[config.mk]
export PLATFORM = sky130hd
export DESIGN_NAME = sync_fifo_flex_flat
export DESIGN_NICKNAME = d
export VERILOG_FILES = /design/src/rtl/fifo_pkg.sv /design/src/rtl/sync_fifo_flex_if.sv /design/src/rtl/fifo_mem_1clk.sv /design/src/rtl/sync_fifo_flex.sv /design/src/flat_wrapper.sv
export SDC_FILE = /design/constraint.sdc
export NUM_CORES = 1
export LEC_CHECK = 0
export CORE_ASPECT_RATIO = 1.4
export CORE_UTILIZATION = 45
export DETAILED_ROUTE_END_ITERATION = 10
export PLACE_DENSITY = 0.75
export SLEW_MARGIN = 20
export SYNTH_ARGS = -nofsm -noshare
export SYNTH_HDL_FRONTEND = slang
export SYNTH_SLANG_ARGS = --single-unit
[constraint.sdc]
create_clock -name clk -period 5.25 [get_ports clk]
set_input_delay 1.3125 -clock clk [delete_from_list [all_inputs] [get_ports clk]]
set_output_delay 1.3125 -clock clk [all_outputs]
set_load 0.02 [all_outputs]
[src/rtl/fifo_pkg.sv]
// rtl/fifo_pkg.sv - shared types, defaults and width helper for the single-clock FIFO
package fifo_pkg;

    typedef enum logic {
        FIFO_REG_READ = 1'b0,
        FIFO_FWFT     = 1'b1
    } fifo_mode_e;

    localparam int FIFO_DEF_DATA_WIDTH = 8;
    localparam int FIFO_DEF_ADDR_WIDTH = 4;

    // Bits needed to hold an occupancy of 0..depth inclusive
    function automatic int count_width(input int depth);
        return $clog2(depth + 1);
    endfunction

endpackage

[src/rtl/sync_fifo_flex_if.sv]
// rtl/sync_fifo_flex_if.sv - producer/consumer/control bundle of the single-clock FIFO
interface sync_fifo_flex_if
    import fifo_pkg::*;
#(
    parameter int DATA_WIDTH = FIFO_DEF_DATA_WIDTH,
    parameter int ADDR_WIDTH = FIFO_DEF_ADDR_WIDTH
);
    logic                  w_inc;
    logic [DATA_WIDTH-1:0] w_data;
    logic                  w_full;
    logic                  w_almost_full;
    logic                  r_inc;
    logic [DATA_WIDTH-1:0] r_data;
    logic                  r_empty;
    logic                  r_almost_empty;
    logic [ADDR_WIDTH:0]   fill_count;
    logic [ADDR_WIDTH:0]   af_level;
    logic [ADDR_WIDTH:0]   ae_level;
    logic                  flush;
    logic                  err_clr;
    logic                  overflow;
    logic                  underflow;

    modport master (
        output w_inc, w_data, r_inc, af_level, ae_level, flush, err_clr,
        input  w_full, w_almost_full, r_data, r_empty, r_almost_empty,
               fill_count, overflow, underflow
    );

    modport slave (
        input  w_inc, w_data, r_inc, af_level, ae_level, flush, err_clr,
        output w_full, w_almost_full, r_data, r_empty, r_almost_empty,
               fill_count, overflow, underflow
    );

endinterface

[src/rtl/fifo_mem_1clk.sv]
// rtl/fifo_mem_1clk.sv - flop-array storage, synchronous write and asynchronous read
module fifo_mem_1clk #(
    parameter int DATA_WIDTH = 8,
    parameter int ADDR_WIDTH = 4
) (
    input  logic                  clk,
    input  logic                  i_we,
    input  logic [ADDR_WIDTH-1:0] i_waddr,
    input  logic [DATA_WIDTH-1:0] i_wdata,
    input  logic [ADDR_WIDTH-1:0] i_raddr,
    output logic [DATA_WIDTH-1:0] o_rdata
);
    logic [DATA_WIDTH-1:0] r_mem [0:(1<<ADDR_WIDTH)-1];

    always_ff @(posedge clk) begin
        if (i_we) begin
            r_mem[i_waddr] <= i_wdata;
        end
    end

    assign o_rdata = r_mem[i_raddr];

endmodule

[src/rtl/sync_fifo_flex.sv]
// rtl/sync_fifo_flex.sv - single-clock FIFO with occupancy, thresholds, flush, sticky errors, FWFT option
module sync_fifo_flex
    import fifo_pkg::*;
#(
    parameter int DATA_WIDTH = FIFO_DEF_DATA_WIDTH,
    parameter int ADDR_WIDTH = FIFO_DEF_ADDR_WIDTH,
    parameter int FWFT       = 0
) (
    input logic             clk,
    input logic             rst,
    sync_fifo_flex_if.slave bus
);
    localparam int         DEPTH = 1 << ADDR_WIDTH;
    localparam int         CW    = count_width(DEPTH);
    localparam fifo_mode_e MODE  = (FWFT != 0) ? FIFO_FWFT : FIFO_REG_READ;

    logic [CW-1:0]         r_wptr;
    logic [CW-1:0]         r_rptr;
    logic [CW-1:0]         r_count;
    logic                  r_full;
    logic                  r_empty;
    logic                  r_afull;
    logic                  r_aempty;
    logic                  r_ovf;
    logic                  r_udf;

    logic                  w_wr_acc;
    logic                  w_rd_acc;
    logic                  w_ovf_set;
    logic                  w_udf_set;
    logic [CW-1:0]         w_count_nxt;
    logic [DATA_WIDTH-1:0] w_mem_rdata;

    // Flush discards both requests and suppresses error reporting for that cycle
    assign w_wr_acc  = bus.w_inc && !r_full  && !bus.flush;
    assign w_rd_acc  = bus.r_inc && !r_empty && !bus.flush;
    assign w_ovf_set = bus.w_inc &&  r_full  && !bus.flush;
    assign w_udf_set = bus.r_inc &&  r_empty && !bus.flush;

    always_comb begin
        w_count_nxt = r_count;
        if (bus.flush) begin
            w_count_nxt = '0;
        end else if (w_wr_acc && !w_rd_acc) begin
            w_count_nxt = r_count + CW'(1);
        end else if (!w_wr_acc && w_rd_acc) begin
            w_count_nxt = r_count - CW'(1);
        end
    end

    always_ff @(posedge clk or posedge rst) begin
        if (rst) begin
            r_wptr   <= '0;
            r_rptr   <= '0;
            r_count  <= '0;
            r_full   <= 1'b0;
            r_empty  <= 1'b1;
            r_afull  <= 1'b0;
            r_aempty <= 1'b1;
        end else if (bus.flush) begin
            r_wptr   <= '0;
            r_rptr   <= '0;
            r_count  <= '0;
            r_full   <= 1'b0;
            r_empty  <= 1'b1;
            r_afull  <= 1'b0;
            r_aempty <= 1'b1;
        end else begin
            if (w_wr_acc) begin
                r_wptr <= r_wptr + CW'(1);
            end
            if (w_rd_acc) begin
                r_rptr <= r_rptr + CW'(1);
            end
            r_count  <= w_count_nxt;
            r_full   <= (w_count_nxt == CW'(DEPTH));
            r_empty  <= (w_count_nxt == '0);
            r_afull  <= (w_count_nxt >= bus.af_level);
            r_aempty <= (w_count_nxt <= bus.ae_level);
        end
    end

    // A new error in the same cycle as err_clr must survive the clear
    always_ff @(posedge clk or posedge rst) begin
        if (rst) begin
            r_ovf <= 1'b0;
            r_udf <= 1'b0;
        end else begin
            r_ovf <= w_ovf_set | (r_ovf & ~bus.err_clr);
            r_udf <= w_udf_set | (r_udf & ~bus.err_clr);
        end
    end

    fifo_mem_1clk #(
        .DATA_WIDTH (DATA_WIDTH),
        .ADDR_WIDTH (ADDR_WIDTH)
    ) u_mem (
        .clk     (clk),
        .i_we    (w_wr_acc),
        .i_waddr (r_wptr[ADDR_WIDTH-1:0]),
        .i_wdata (bus.w_data),
        .i_raddr (r_rptr[ADDR_WIDTH-1:0]),
        .o_rdata (w_mem_rdata)
    );

    generate
        if (MODE == FIFO_FWFT) begin : g_fwft
            assign bus.r_data = r_empty ? '0 : w_mem_rdata;
        end else begin : g_reg_read
            logic [DATA_WIDTH-1:0] r_rdata;

            always_ff @(posedge clk or posedge rst) begin
                if (rst) begin
                    r_rdata <= '0;
                end else if (w_rd_acc) begin
                    r_rdata <= w_mem_rdata;
                end
            end

            assign bus.r_data = r_rdata;
        end
    endgenerate

    assign bus.w_full         = r_full;
    assign bus.w_almost_full  = r_afull;
    assign bus.r_empty        = r_empty;
    assign bus.r_almost_empty = r_aempty;
    assign bus.fill_count     = r_count;
    assign bus.overflow       = r_ovf;
    assign bus.underflow      = r_udf;

endmodule

[src/flat_wrapper.sv]
// flat-port wrapper written by rule: the top's interface ports become plain ports
module sync_fifo_flex_flat import fifo_pkg::*;
#(
    parameter int DATA_WIDTH = FIFO_DEF_DATA_WIDTH,
    parameter int ADDR_WIDTH = FIFO_DEF_ADDR_WIDTH,
    parameter int FWFT       = 0
)
  (clk, rst, bus_w_inc, bus_w_data, bus_r_inc, bus_af_level, bus_ae_level, bus_flush, bus_err_clr, bus_w_full, bus_w_almost_full, bus_r_data, bus_r_empty, bus_r_almost_empty, bus_fill_count, bus_overflow, bus_underflow);
  sync_fifo_flex_if #(.DATA_WIDTH(DATA_WIDTH), .ADDR_WIDTH(ADDR_WIDTH)) bus_i ();
  input logic clk;
  input logic rst;
  input wire logic [$bits(bus_i.w_inc)-1:0] bus_w_inc;
  input wire logic [$bits(bus_i.w_data)-1:0] bus_w_data;
  input wire logic [$bits(bus_i.r_inc)-1:0] bus_r_inc;
  input wire logic [$bits(bus_i.af_level)-1:0] bus_af_level;
  input wire logic [$bits(bus_i.ae_level)-1:0] bus_ae_level;
  input wire logic [$bits(bus_i.flush)-1:0] bus_flush;
  input wire logic [$bits(bus_i.err_clr)-1:0] bus_err_clr;
  output wire logic [$bits(bus_i.w_full)-1:0] bus_w_full;
  output wire logic [$bits(bus_i.w_almost_full)-1:0] bus_w_almost_full;
  output wire logic [$bits(bus_i.r_data)-1:0] bus_r_data;
  output wire logic [$bits(bus_i.r_empty)-1:0] bus_r_empty;
  output wire logic [$bits(bus_i.r_almost_empty)-1:0] bus_r_almost_empty;
  output wire logic [$bits(bus_i.fill_count)-1:0] bus_fill_count;
  output wire logic [$bits(bus_i.overflow)-1:0] bus_overflow;
  output wire logic [$bits(bus_i.underflow)-1:0] bus_underflow;
  assign bus_i.w_inc = bus_w_inc;
  assign bus_i.w_data = bus_w_data;
  assign bus_i.r_inc = bus_r_inc;
  assign bus_i.af_level = bus_af_level;
  assign bus_i.ae_level = bus_ae_level;
  assign bus_i.flush = bus_flush;
  assign bus_i.err_clr = bus_err_clr;
  assign bus_w_full = bus_i.w_full;
  assign bus_w_almost_full = bus_i.w_almost_full;
  assign bus_r_data = bus_i.r_data;
  assign bus_r_empty = bus_i.r_empty;
  assign bus_r_almost_empty = bus_i.r_almost_empty;
  assign bus_fill_count = bus_i.fill_count;
  assign bus_overflow = bus_i.overflow;
  assign bus_underflow = bus_i.underflow;
  sync_fifo_flex #(.DATA_WIDTH(DATA_WIDTH), .ADDR_WIDTH(ADDR_WIDTH), .FWFT(FWFT)) u_core (.clk(clk), .rst(rst), .bus(bus_i));
endmodule
Yosys cells after proc, flatten, opt, wreduce, memory -nomap -nowiden --
Memory sizes are Yosys's and may differ from the RTL's. A register that Yosys moved wholly into a read port is not among the register bits. Index checks and enable logic that the tools add are counted.
Cells by class: bitwise gates (word level) 5, equality and inequality tests 1, mux-type cells 14, add/sub/neg operators 4, order comparisons 2, reduce and logical (&&, ||, !) cells 18
Operators by type and width (number):
- $mux W5 | 8
- $add A5 B1 Y5 const B | 3
- $logic_and A1 B1 Y1 | 10
- $mux W1 | 6
- $eq A5 B5 Y1 const B | 1
- $ge A5 B5 Y1 | 1
- $le A5 B5 Y1 | 1
- $logic_not A1 Y1 | 5
- $logic_not A5 Y1 | 1
- $sub A5 B1 Y5 const B | 1
- $reduce_bool A2 Y1 | 2
- $and A1 B1 Y1 | 2
- $or A1 B1 Y1 | 2
- $not A1 Y1 | 1
Storage, ports and cells: memories 1, register bits after elaboration 21, memory bits (writable) 128, logic and storage cells 54, input bits 24, output and inout port bits 19
Memories:
- u_core.u_mem.r_mem | depth 16, width 8, rd ports 1, clocked after memory_dff 1, wr ports 1, RTL line fifo_mem_1clk.sv:13 | logic [DATA_WIDTH-1:0] r_mem [0:(1<<ADDR_WIDTH)-1];

Logic depth before layout (Yosys ltp) --
Gate-level depths: netlist (run 1).
depth after elaboration 10, mapped depth 11, gate-level depth less buffers 10

By module --
From an unflattened synthesis (run 1), not the netlist that was laid out.
Second synthesis, totals: cell total of the unflattened synthesis 371, area total of the unflattened synthesis 6528.8 µm²
Modules (own cells, without submodules):
- fifo_mem_1clk | instances 1, sequential area each 3843.7 µm², area each 4987.3 µm², cells an instance 221
- sync_fifo_flex | instances 1, sequential area each 678.2 µm², area each 1541.5 µm², cells an instance 150

Worst setup path before layout (run 1) --
Ideal clock, no wire load.
kind input-to-reg, from in bus_r_inc, to reg u_core.r_afull, in the netlist u_core.bus.w_almost_full, library setup time 0.136 ns, arrival time 3.094 ns, setup slack 2.020 ns, buffers on the path 1, data required time 5.114 ns, cell stages on the path 11, cells stage by stage nor2b_2 buf_4 nor2_1 nor3_1 or3b_1 ha_1 nand2b_1 a211oi_1 o21bai_1 o311ai_1 o21ai_0
Between the ends: longest elaborated chain between the ends 8, elaborated cells on any way between the ends 10, classes of those cells order compare: 1; mux: 4; reduce/logical: 5
RTL lines:
- start: declaration | RTL line flat_wrapper.sv:14 | input wire logic [$bits(bus_i.r_inc)-1:0] bus_r_inc;
- $logic_and A1 B1 Y1 (*) (2 in a row) | RTL line sync_fifo_flex.sv:36 | assign w_rd_acc = bus.r_inc && !r_empty && !bus.flush;
- $logic_and A1 B1 Y1 / $logic_not A1 Y1 (equally long branches) | RTL line sync_fifo_flex.sv:46, sync_fifo_flex.sv:44
- $mux W5 / $logic_and A1 B1 Y1 (equally long branches) | RTL line sync_fifo_flex.sv:46, sync_fifo_flex.sv:44
- $mux W5 (*) | RTL line sync_fifo_flex.sv:44 | end else if (w_wr_acc && !w_rd_acc) begin
- $mux W5 (*) | RTL line sync_fifo_flex.sv:42 | if (bus.flush) begin
- $ge A5 B5 Y1 (*) | RTL line sync_fifo_flex.sv:78 | r_afull <= (w_count_nxt >= bus.af_level);
- $mux W1 (*) | RTL line sync_fifo_flex.sv:60 | end else if (bus.flush) begin
- end signal: assignment | RTL line sync_fifo_flex.sv:78
- end: declaration | RTL line sync_fifo_flex.sv:22 | logic r_afull;
Every way passes the cells marked *; elsewhere a longest branch is shown, timed or not. A chain may end at the register's enable or synchronous reset.

Final worst setup path (run 1) --
from in bus_w_inc, to reg u_core.r_aempty, in the netlist u_core.bus.r_almost_empty
Between the ends: longest elaborated chain between the ends 9, elaborated cells on any way between the ends 10, classes of those cells order compare: 1; mux: 4; reduce/logical: 5
RTL lines:
- start: declaration | RTL line flat_wrapper.sv:12 | input wire logic [$bits(bus_i.w_inc)-1:0] bus_w_inc;
- $logic_and A1 B1 Y1 (*) (2 in a row) | RTL line sync_fifo_flex.sv:35 | assign w_wr_acc = bus.w_inc && !r_full && !bus.flush;
- $logic_not A1 Y1 | RTL line sync_fifo_flex.sv:46 | end else if (!w_wr_acc && w_rd_acc) begin
- $logic_and A1 B1 Y1 | RTL line sync_fifo_flex.sv:46
- $mux W5 | RTL line sync_fifo_flex.sv:46
- $mux W5 (*) | RTL line sync_fifo_flex.sv:44
- $mux W5 (*) | RTL line sync_fifo_flex.sv:42
- $le A5 B5 Y1 (*) | RTL line sync_fifo_flex.sv:79 | r_aempty <= (w_count_nxt <= bus.ae_level);
- $mux W1 (*) | RTL line sync_fifo_flex.sv:60
- end signal: assignment | RTL line sync_fifo_flex.sv:79
- end: declaration | RTL line sync_fifo_flex.sv:23 | logic r_aempty;
Marks and branches as above.

==> flow_summary.html, run 1 <==
<table>
<tr><th>Metric</th><th>Value</th></tr>
<tr><th colspan="2">Worst setup path</th></tr>
<tr><td>Maximum fanout along the worst path</td><td>10</td></tr>
<tr><td>Worst setup EP type</td><td>register</td></tr>
<tr><td>Cell chain of the critical path</td><td>clkdlybuf4s50_1, nor2b_1, nand2_1, a311oi_1, ha_1, nor2b_1, o211ai_1, a21o_1, o21ai_0, a21oi_1</td></tr>
<tr><td>Reg2reg path depth</td><td>9</td></tr>
<tr><td>Slowest cell on crit path</td><td>sky130_fd_sc_hd__nor2b_1</td></tr>
<tr><td>Element type at the critical path start</td><td>primary input</td></tr>
<tr><td>Crit Path Category</td><td>in2reg</td></tr>
<tr><td>Minimum setup slack among reg-to-reg paths</td><td>between 2000 and 2500 ps</td></tr>
<tr><td>WP data required</td><td>5590 ps</td></tr>
<tr><td>Critical path's largest stage delay</td><td>approximately 560 ps</td></tr>
<tr><td>Crit path top cell by count</td><td>sky130_fd_sc_hd__nor2b_1</td></tr>
<tr><td>Arr. time, crit path</td><td>between 4000 and 5000 ps</td></tr>
<tr><td>RR Endpoint</td><td>u_core.bus.r_almost_empty</td></tr>
<tr><td>Worst flop-to-flop path startpoint</td><td>u_core.bus.w_full</td></tr>
<tr><th colspan="2">Pwr</th></tr>
<tr><td>Leakage power</td><td>~2.7 nW</td></tr>
<tr><td>Total power per unit cell area</td><td>roughly 430 nW/um^2</td></tr>
<tr><td>Total Power Consumption</td><td>around 0.0033 W</td></tr>
<tr><td>Max VDD drop</td><td>~0.25 mV</td></tr>
<tr><th colspan="2">Synthesis</th></tr>
<tr><td>Sequential cell area fraction in the yosys report</td><td>between 60% and 70%</td></tr>
<tr><td>Share of synthesized flip-flops with an asynchronous set or reset</td><td>17.4%</td></tr>
<tr><td>Synthesized area divided by synthesized cell count</td><td>roughly 18 um^2</td></tr>
<tr><td>Net count of the mapped netlist</td><td>approximately 410</td></tr>
<tr><td>EDFF count, synth</td><td>between 100 and 150</td></tr>
<tr><td>Cells after synthesis</td><td>374</td></tr>
<tr><td>Register bit count reported by yosys</td><td>~160</td></tr>
<tr><td>Combined area of all synthesized cells</td><td>between 6000 and 7000 um^2</td></tr>
<tr><td>Cell type contributing the most total cell area after synthesis</td><td>sky130_fd_sc_hd__edfxtp_1</td></tr>
<tr><td>Proportion of netlist area held by the largest area contributor</td><td>around 59%</td></tr>
<tr><td>Dominant register cell in the synthesized netlist</td><td>sky130_fd_sc_hd__edfxtp_1</td></tr>
<tr><td>Synth area leaders</td><td>sky130_fd_sc_hd__edfxtp_1, sky130_fd_sc_hd__mux4_1, sky130_fd_sc_hd__dfrtp_1</td></tr>
<tr><td>Count of cell types in the netlist</td><td>41</td></tr>
<tr><td>Yosys Warn Count</td><td>0</td></tr>
<tr><th colspan="2">Place</th></tr>
<tr><td>Detailed-placement wirelength estimate</td><td>8320 um</td></tr>
<tr><td>Global placement routability congestion</td><td>0.839</td></tr>
<tr><td>Placed inst area</td><td>between 7000 and 8000 um^2</td></tr>
<tr><td>Number of buffers inserted by port buffering</td><td>42</td></tr>
<tr><th colspan="2">Timing</th></tr>
<tr><td>Rel. slew slack</td><td>between 30% and 40%</td></tr>
<tr><td>Share of the cycle needed by the critical path after routing</td><td>between 70 and 80%</td></tr>
<tr><td>Number of hold violations in the final report</td><td>0</td></tr>
<tr><td>Final number of max-transition violations</td><td>0</td></tr>
<tr><td>Worst setup skew after layout</td><td>about 9 ps</td></tr>
<tr><td>Post-route minimum period</td><td>~3800 ps</td></tr>
<tr><td>Transition time of the tightest slew-check pin</td><td>between 900 and 1000 ps</td></tr>
<tr><td>Setup violators final</td><td>0</td></tr>
<tr><td>Max Clk Rate</td><td>263 MHz</td></tr>
<tr><td>Unrepaired setup endpoints after global routing</td><td>false</td></tr>
<tr><td>Total Negative Setup Slacks</td><td>0 ps</td></tr>
<tr><th colspan="2">Layout</th></tr>
<tr><td>Post-route cell area</td><td>between 7000 and 8000 um^2</td></tr>
<tr><td>Antenna Diode Count</td><td>0</td></tr>
<tr><td>Layout area overhead</td><td>17.7%</td></tr>
<tr><td>Post-layout nets</td><td>approximately 460</td></tr>
<tr><td>Fraction of final layout cells sized beyond drive strength 1</td><td>~11%</td></tr>
<tr><th colspan="2">Clock network</th></tr>
<tr><td>Deepest clock path buffer count</td><td>2</td></tr>
<tr><td>Clock transition at the registers of the reported paths</td><td>around 60 ps</td></tr>
<tr><td>Total clock buffers created by CTS</td><td>17</td></tr>
<tr><td>Sink count of the clock tree</td><td>about 160</td></tr>
<tr><td>Cell at the root of the clock tree</td><td>sky130_fd_sc_hd__clkbuf_16</td></tr>
<tr><td>Clock tree from TritonCTS</td><td>yes</td></tr>
<tr><td>Resized cells post-CTS</td><td>0</td></tr>
<tr><td>Number of buffers inserted by hold repair at cts</td><td>0</td></tr>
<tr><td>Worst-Skew Late Latency</td><td>between 400 and 500 ps</td></tr>
<tr><td>Buffers inserted during post-CTS setup optimization</td><td>0</td></tr>
<tr><td>H-tree depth reported by CTS</td><td>4</td></tr>
<tr><th colspan="2">Status</th></tr>
<tr><td>Run status</td><td>finished clean</td></tr>
<tr><th colspan="2">Routing</th></tr>
<tr><td>Avg Vias per Cell</td><td>approximately 5.7</td></tr>
<tr><td>Number of vias after detailed routing</td><td>3528</td></tr>
<tr><td>Post-detailed-route wirelength per cell</td><td>roughly 21 um</td></tr>
<tr><td>Drt drc</td><td>0</td></tr>
<tr><td>Remaining number of nets flagged by the antenna check after routing</td><td>0</td></tr>
<tr><td>Sum of routed wire length over all layers</td><td>roughly 13000 um</td></tr>
<tr><td>DRT iter0 DRCs</td><td>just over 300</td></tr>
<tr><td>TritonRoute pass-1 iters</td><td>5</td></tr>
<tr><th colspan="2">Run</th></tr>
<tr><td>Max-cap violations</td><td>0</td></tr>
<tr><th colspan="2">Floorplan</th></tr>
<tr><td>Die area</td><td>about 15000 um^2</td></tr>
<tr><td>Initial cell density of the core</td><td>between 40 and 50%</td></tr>
<tr><td>Boundary Pins</td><td>43</td></tr>
<tr><td>Core Box Area</td><td>about 14000 um^2</td></tr>
<tr><td>Standard-cell row count</td><td>a little over 50</td></tr>
<tr><td>Die span in y</td><td>~140 um</td></tr>
<tr><td>Width of the chip</td><td>roughly 100 um</td></tr>
<tr><th colspan="2">Global routing</th></tr>
<tr><td>Vias in the first global route</td><td>around 3600</td></tr>
<tr><td>Number of antenna violations at the first check in global routing</td><td>0</td></tr>
<tr><td>Total overflow reported by the global router</td><td>0</td></tr>
<tr><td>Pin count of the biggest net entering global routing</td><td>36</td></tr>
<tr><td>Global routing usage summed across all routing layers</td><td>around a fifth</td></tr>
<tr><td>First-pass GRT wire length</td><td>slightly above 20000 um</td></tr>
<tr><th colspan="2">Min path</th></tr>
<tr><td>Worst min path class</td><td>reg2reg</td></tr>
<tr><td>Hold path startpoint</td><td>u_core.bus.underflow</td></tr>
<tr><td>Worst hold path stage count</td><td>1</td></tr>
<tr><td>Sink of the worst hold path</td><td>u_core.bus.underflow</td></tr>
</table>
[cell families (layout without fill, tap and decap cells)]
group	after synthesis	in the layout	synth area share, %
flip-flops	155	155	69.0
AND/OR/NAND/NOR	77	77	5.46
multiplexers	48	48	14.9
AO/OA/AOI/OAI	38	38	4.14
buffers and inverters	34	96	2.79
adder cells (fa/ha/maj)	15	15	2.86
XOR/XNOR	7	7	0.935
[per-stage QoR]
step / setup slack [ps] / hold slack, ps / instances / util (%)
finish: 1450 / 489 / 621 / 55.0
global route: 1160 / 520 / 621 / 55.0
CTS: 1450 / 494 / 621 / 55.0
detailed placement: 1040 / 480 / 589 / 50.8
global placement: 1090 / 482 / 589 / 50.8
floorplan: 2020 / 540 / 374 / -
[placed cells by master (no fill, tap or decap), types with 3 or more instances in the layout]
cell type and n:
sky130_fd_sc_hd__o221ai_1 8, sky130_fd_sc_hd__nand3_1 9, sky130_fd_sc_hd__edfxtp_1 128, sky130_fd_sc_hd__buf_4 6, sky130_fd_sc_hd__inv_1 15, sky130_fd_sc_hd__nor2_1 23
sky130_fd_sc_hd__mux2i_1 16, sky130_fd_sc_hd__and3_1 3, sky130_fd_sc_hd__clkbuf_16 17, sky130_fd_sc_hd__xor2_1 5, sky130_fd_sc_hd__a21oi_1 8, sky130_fd_sc_hd__nor3_1 7
sky130_fd_sc_hd__clkdlybuf4s50_1 42, sky130_fd_sc_hd__mux4_1 25, sky130_fd_sc_hd__dfrtp_1 25, sky130_fd_sc_hd__o21ai_0 7, sky130_fd_sc_hd__mux4_2 7, sky130_fd_sc_hd__a21o_1 3
sky130_fd_sc_hd__ha_1 15, sky130_fd_sc_hd__nand2_1 21, sky130_fd_sc_hd__inv_6 6, sky130_fd_sc_hd__nand4_1 3, sky130_fd_sc_hd__nand2b_1 5
[state kept, by name, indices dropped and copies added (netlist names), 4 cells and up]
name                   flops
u_core.bus.r_data          8
u_core.r_rptr              4
u_core.u_mem.r_mem       128
u_core.bus.fill_count      5
u_core.r_wptr              4
[cell type report]
type,instances,area (um^2)
clock buffer,17,425
clock inverter,15,160
fill,1090,6320
inverter,16,60.1
multi-input combinational,185,1850
sequential,155,4520
tap,185,231
timing repair buffer,48,465
[report_power, final]
group	internal [W]	switching, W	leakage, nW
clock	0.000709	0.000502	0.288
sequential	0.00140	0.0000587	1.50
combinational	0.000291	0.000334	0.889
[worst max-delay path, delay by kind of cell]
family | cells | cell delay [ps]
compound gates | 5 | 1120
fa+ha+maj | 1 | 340
buf+inv | 1 | 490
simple gates | 3 | 880
[cells in the mapped netlist (all sizes together), types with 2 or more instances]
master	n
a211oi	2
a21o	3
a21oi	8
a32o	2
and3	3
buf	13
clkbuf	5
dfrtp	25
dfstp	2
edfxtp	128
ha	15
inv	16
mux2i	16
mux4	32
nand2	21
nand2b	5
nand3	9
nand4	3
nor2	23
nor2b	3
nor3	7
o21ai	8
o221ai	8
xnor2	2
xor2	5
[worst max path at each step]
| stage | startpoint | end | slack, ps | depth (start not counted) |
|---|---|---|---|---|
| global route | bus_w_inc | u_core.bus.r_almost_empty | 1160 | 10 |
| CTS | bus_w_inc | u_core.bus.r_almost_empty | 1450 | 10 |
| finish | bus_w_inc | u_core.bus.r_almost_empty | 1450 | 10 |
| floorplan | bus_r_inc | u_core.bus.w_almost_full | 2020 | 11 |
| detailed placement | bus_w_inc | u_core.bus.r_almost_empty | 1040 | 10 |
| global placement | bus_w_inc | u_core.bus.w_almost_full | 1090 | 11 |
[per-layer routing]
metal / vias up / part of all wire [%] / GRT usage (%)
li1: 1590 / - / -
met1: 1794 / 41 / 21.7
met2: 128 / 53 / 33.7
met3: 16 / 4.1 / 4.52
met4: 0 / 1.8 / 7.89
met5: - / 0 / 0
No activity file was read; power rests on OpenSTA's default activity.
==> inputs of run 2 (changes only) <==
Clock period 5.25 ns to 3.91 ns, I/O delays scaled along.
==> flow_summary.html, run 2 (synthesis gave the netlist of run 1 again) <==
<table>
<tr><th>Metric</th><th>Value</th></tr>
<tr><th colspan="2">Pwr</th></tr>
<tr><td>Max VDD drop</td><td>0.363 mV (+48%)</td></tr>
<tr><td>Total power per unit cell area</td><td>576 nW/um^2 (+35%)</td></tr>
<tr><td>Net switching power figure</td><td>0.00121 W (+35%)</td></tr>
<tr><td>Leakage power</td><td>2.76 nW (+2.9%)</td></tr>
<tr><td>Internal power of the cells</td><td>0.00331 W (+38%)</td></tr>
<tr><td>Combinational share of power</td><td>18.6% (-0.3 points)</td></tr>
<tr><td>Proportion of power drawn by flip-flops and latches</td><td>43.7% (-0.6 points)</td></tr>
<tr><td>Clk pwr share</td><td>37.7% (+1.0 points)</td></tr>
<tr><td>Switch share</td><td>26.7% (-0.42 points)</td></tr>
<tr><th colspan="2">Timing</th></tr>
<tr><td>Transition time of the tightest slew-check pin</td><td>1040 ps (+62.0 ps)</td></tr>
<tr><td>Share of the cycle needed by the critical path after routing</td><td>between 80% and 90%</td></tr>
<tr><td>Setup violators final</td><td>0 (unchanged)</td></tr>
<tr><td>Rel. slew slack</td><td>30.5% (-4.1 points)</td></tr>
<tr><td>Total Negative Setup Slacks</td><td>0 ps (unchanged)</td></tr>
<tr><td>Max Clk Rate</td><td>just over 300 MHz</td></tr>
<tr><td>Unrepaired setup endpoints after global routing</td><td>false</td></tr>
<tr><td>Final number of max-transition violations</td><td>0 (unchanged)</td></tr>
<tr><td>Worst setup skew after layout</td><td>11.4 ps (+2.45 ps)</td></tr>
<tr><td>Number of hold violations in the final report</td><td>0 (unchanged)</td></tr>
<tr><td>Post-route minimum period</td><td>around 3200 ps</td></tr>
<tr><th colspan="2">Global routing</th></tr>
<tr><td>Total overflow reported by the global router</td><td>0 (unchanged)</td></tr>
<tr><td>First-pass GRT wire length</td><td>21000 um (+3.7%)</td></tr>
<tr><td>Vias in the first global route</td><td>3743 (+4.2%)</td></tr>
<tr><td>Number of antenna violations at the first check in global routing</td><td>0 (unchanged)</td></tr>
<tr><td>Pin count of the biggest net entering global routing</td><td>36 (unchanged)</td></tr>
<tr><td>Global routing usage summed across all routing layers</td><td>19.4% (+0.62 points)</td></tr>
<tr><th colspan="2">Routing</th></tr>
<tr><td>Post-detailed-route wirelength per cell</td><td>21.1 um (+0.31%)</td></tr>
<tr><td>Drt drc</td><td>0 (unchanged)</td></tr>
<tr><td>Number of vias after detailed routing</td><td>3543 (+0.43%)</td></tr>
<tr><td>DRT iter0 DRCs</td><td>263 (-14%)</td></tr>
<tr><td>Sum of routed wire length over all layers</td><td>13300 um (+2.2%)</td></tr>
<tr><td>Avg Vias per Cell</td><td>5.60 (-1.5%)</td></tr>
<tr><td>TritonRoute pass-1 iters</td><td>4 (-1)</td></tr>
<tr><td>Remaining number of nets flagged by the antenna check after routing</td><td>0 (unchanged)</td></tr>
<tr><th colspan="2">Worst setup path</th></tr>
<tr><td>Crit Path Category</td><td>in2reg</td></tr>
<tr><td>Element type at the critical path start</td><td>primary input</td></tr>
<tr><td>Cell chain of the critical path</td><td>clkdlybuf4s50_1, nand2b_1, nor2_1, a211oi_1, a311oi_1, ha_1, nor2b_1, o211ai_1, a21o_1, o21ai_0, a21oi_1</td></tr>
<tr><td>Arr. time, crit path</td><td>3600 ps (-550 ps)</td></tr>
<tr><td>WP data required</td><td>4260 ps (-1330 ps)</td></tr>
<tr><td>Buf+Inv Stages, Crit Path</td><td>1 (unchanged)</td></tr>
<tr><td>Maximum fanout along the worst path</td><td>8 (-2)</td></tr>
<tr><td>Worst setup EP type</td><td>register</td></tr>
<tr><td>Origin of the worst setup path</td><td>bus_r_inc</td></tr>
<tr><td>Worst flop-to-flop path startpoint</td><td>u_core.bus.fill_count[0]</td></tr>
<tr><td>Slowest cell on crit path</td><td>sky130_fd_sc_hd__a311oi_1</td></tr>
<tr><td>Critical path's largest stage delay</td><td>530 ps (-30 ps)</td></tr>
<tr><td>Crit-path leading delay family</td><td>compound AO/OA/AOI/OAI gates</td></tr>
<tr><th colspan="2">Floorplan</th></tr>
<tr><td>Core Box Area</td><td>14000 um^2 (unchanged)</td></tr>
<tr><td>Width of the chip</td><td>104 um (unchanged)</td></tr>
<tr><td>Boundary Pins</td><td>43 (unchanged)</td></tr>
<tr><td>Initial cell density of the core</td><td>46.7% (unchanged)</td></tr>
<tr><td>Die span in y</td><td>145 um (unchanged)</td></tr>
<tr><td>Standard-cell row count</td><td>51 (unchanged)</td></tr>
<tr><td>Die area</td><td>15100 um^2 (unchanged)</td></tr>
<tr><th colspan="2">Layout</th></tr>
<tr><td>Post-layout nets</td><td>474 (+2.6%)</td></tr>
<tr><td>Most common library cell in the layout ignoring fill and taps</td><td>sky130_fd_sc_hd__edfxtp_1</td></tr>
<tr><td>Fraction of final layout cells sized beyond drive strength 1</td><td>13.4% (+2.4 points)</td></tr>
<tr><td>Largest register by flop count</td><td>u_core.u_mem.r_mem</td></tr>
<tr><td>Number of standard cells in the final layout excluding fillers</td><td>633 (+1.9%)</td></tr>
<tr><td>Commonest non-fill, non-tap cells in the layout</td><td>sky130_fd_sc_hd__edfxtp_1, sky130_fd_sc_hd__clkdlybuf4s50_1, sky130_fd_sc_hd__mux4_1, sky130_fd_sc_hd__dfrtp_1, sky130_fd_sc_hd__nor2_1</td></tr>
<tr><td>Antenna Diode Count</td><td>0 (unchanged)</td></tr>
<tr><td>Max FFs per register</td><td>128 (unchanged)</td></tr>
<tr><td>Layout area overhead</td><td>19.5%</td></tr>
<tr><th colspan="2">Place</th></tr>
<tr><td>Detailed-placement wirelength estimate</td><td>8980 um (+8.0%)</td></tr>
<tr><td>Global placement routability congestion</td><td>0.820 (-2.3%)</td></tr>
<tr><td>Number of buffers inserted by port buffering</td><td>42 (unchanged)</td></tr>
<tr><td>Post-placement cell count</td><td>601 (+2.0%)</td></tr>
<tr><th colspan="2">Min path</th></tr>
<tr><td>Worst min path class</td><td>reg2reg</td></tr>
<tr><td>Hold path startpoint</td><td>u_core.bus.overflow</td></tr>
<tr><th colspan="2">Clock network</th></tr>
<tr><td>Number of buffers inserted by hold repair at cts</td><td>0 (unchanged)</td></tr>
<tr><td>Clock transition at the registers of the reported paths</td><td>70 ps (about the same)</td></tr>
<tr><td>Deepest clock path buffer count</td><td>2 (unchanged)</td></tr>
<tr><td>Total clock buffers created by CTS</td><td>17 (unchanged)</td></tr>
<tr><td>Cell at the root of the clock tree</td><td>sky130_fd_sc_hd__clkbuf_16</td></tr>
<tr><td>Worst-Skew Late Latency</td><td>420 ps (about the same)</td></tr>
<tr><td>Resized cells post-CTS</td><td>0 (unchanged)</td></tr>
<tr><td>Sink count of the clock tree</td><td>155 (unchanged)</td></tr>
<tr><td>H-tree depth reported by CTS</td><td>4 (unchanged)</td></tr>
<tr><td>Buffers inserted during post-CTS setup optimization</td><td>0 (unchanged)</td></tr>
<tr><td>Clock tree from TritonCTS</td><td>yes</td></tr>
<tr><th colspan="2">Run</th></tr>
<tr><td>Max-cap violations</td><td>0 (unchanged)</td></tr>
<tr><th colspan="2">Status</th></tr>
<tr><td>Run status</td><td>finished clean</td></tr>
</table>
==> run 2: cell types whose count changed in the layout (fill, tap and decap cells not counted) <==
cell | before | now
sky130_fd_sc_hd__clkinv_1 | 2 | 0
sky130_fd_sc_hd__clkinvlp_4 | 1 | 0
sky130_fd_sc_hd__inv_6 | 6 | 4
sky130_fd_sc_hd__buf_4 | 6 | 18
sky130_fd_sc_hd__clkinv_4 | 0 | 2
sky130_fd_sc_hd__inv_8 | 2 | 3
sky130_fd_sc_hd__clkinv_2 | 2 | 1
sky130_fd_sc_hd__clkbuf_1 | 0 | 2
sky130_fd_sc_hd__bufinv_16 | 2 | 3
==> run 2: final timing paths <==
check	slack [ps]	to	cells after the start
min in group asynchronous	940	u_core.bus.w_full	2
hold / removal	500	u_core.bus.overflow	1
hold reg to reg	500	u_core.bus.overflow	1
setup / recovery	660	u_core.bus.r_almost_empty	11
max in group asynchronous	2590	u_core.bus.r_data[2]	2
setup reg to reg	1250	u_core.bus.r_almost_empty	10
==> run 2: layout make-up <==
class                           count  area (um^2)
Fill cell                        1094         6200
Sequential cell                   155         4520
Multi-Input combinational cell    185         1850
Timing Repair Buffer               60          556
Clock buffer                       19          433
Tap cell                          185          231
Clock inverter                     13          181
Inverter                           16         60.1
==> run 2: stage by stage <==
stage               worst slack, ps  util, %  total power (W)  instance area [um^2]  hold WS, ps
global placement                407     51.4          0.00283                  7220          485
finish                          661     55.8          0.00452                  7840          504
floorplan                      1010        -          0.00253                  6560          540
detailed placement              231     51.4          0.00285                  7220          499
CTS                             671     55.8          0.00455                  7840          514
global route                    331     55.8          0.00470                  7840          541
==> run 2: power groups by stage <==
stage / logic (W) / registers [W] / clock network, W
after floorplan: 0.000466 / 0.00206 / 0
after global placement: 0.000822 / 0.00200 / 0
after detailed placement: 0.000843 / 0.00201 / 0
after CTS: 0.000851 / 0.00197 / 0.00172
after global routing: 0.000916 / 0.00198 / 0.00180
final: 0.000839 / 0.00198 / 0.00170
==> run 2: worst reg2reg max path, stage by stage, from the launching register on <==
cell,delay (ps)
sky130_fd_sc_hd__dfrtp_1,530
sky130_fd_sc_hd__inv_1,80
sky130_fd_sc_hd__ha_1,350
sky130_fd_sc_hd__a211oi_1,60
sky130_fd_sc_hd__a311oi_1,530
sky130_fd_sc_hd__ha_1,350
sky130_fd_sc_hd__nor2b_1,130
sky130_fd_sc_hd__o211ai_1,170
sky130_fd_sc_hd__a21o_1,150
sky130_fd_sc_hd__o21ai_0,80
sky130_fd_sc_hd__a21oi_1,150
==> run 2: layer usage <==
metal	routed length [um]	GRT usage (%)	vias up
met4	386	9.47	0
met3	554	5.11	23
li1	-	-	1609
met1	5310	21.9	1803
met5	0	0	-
met2	7090	34.5	108
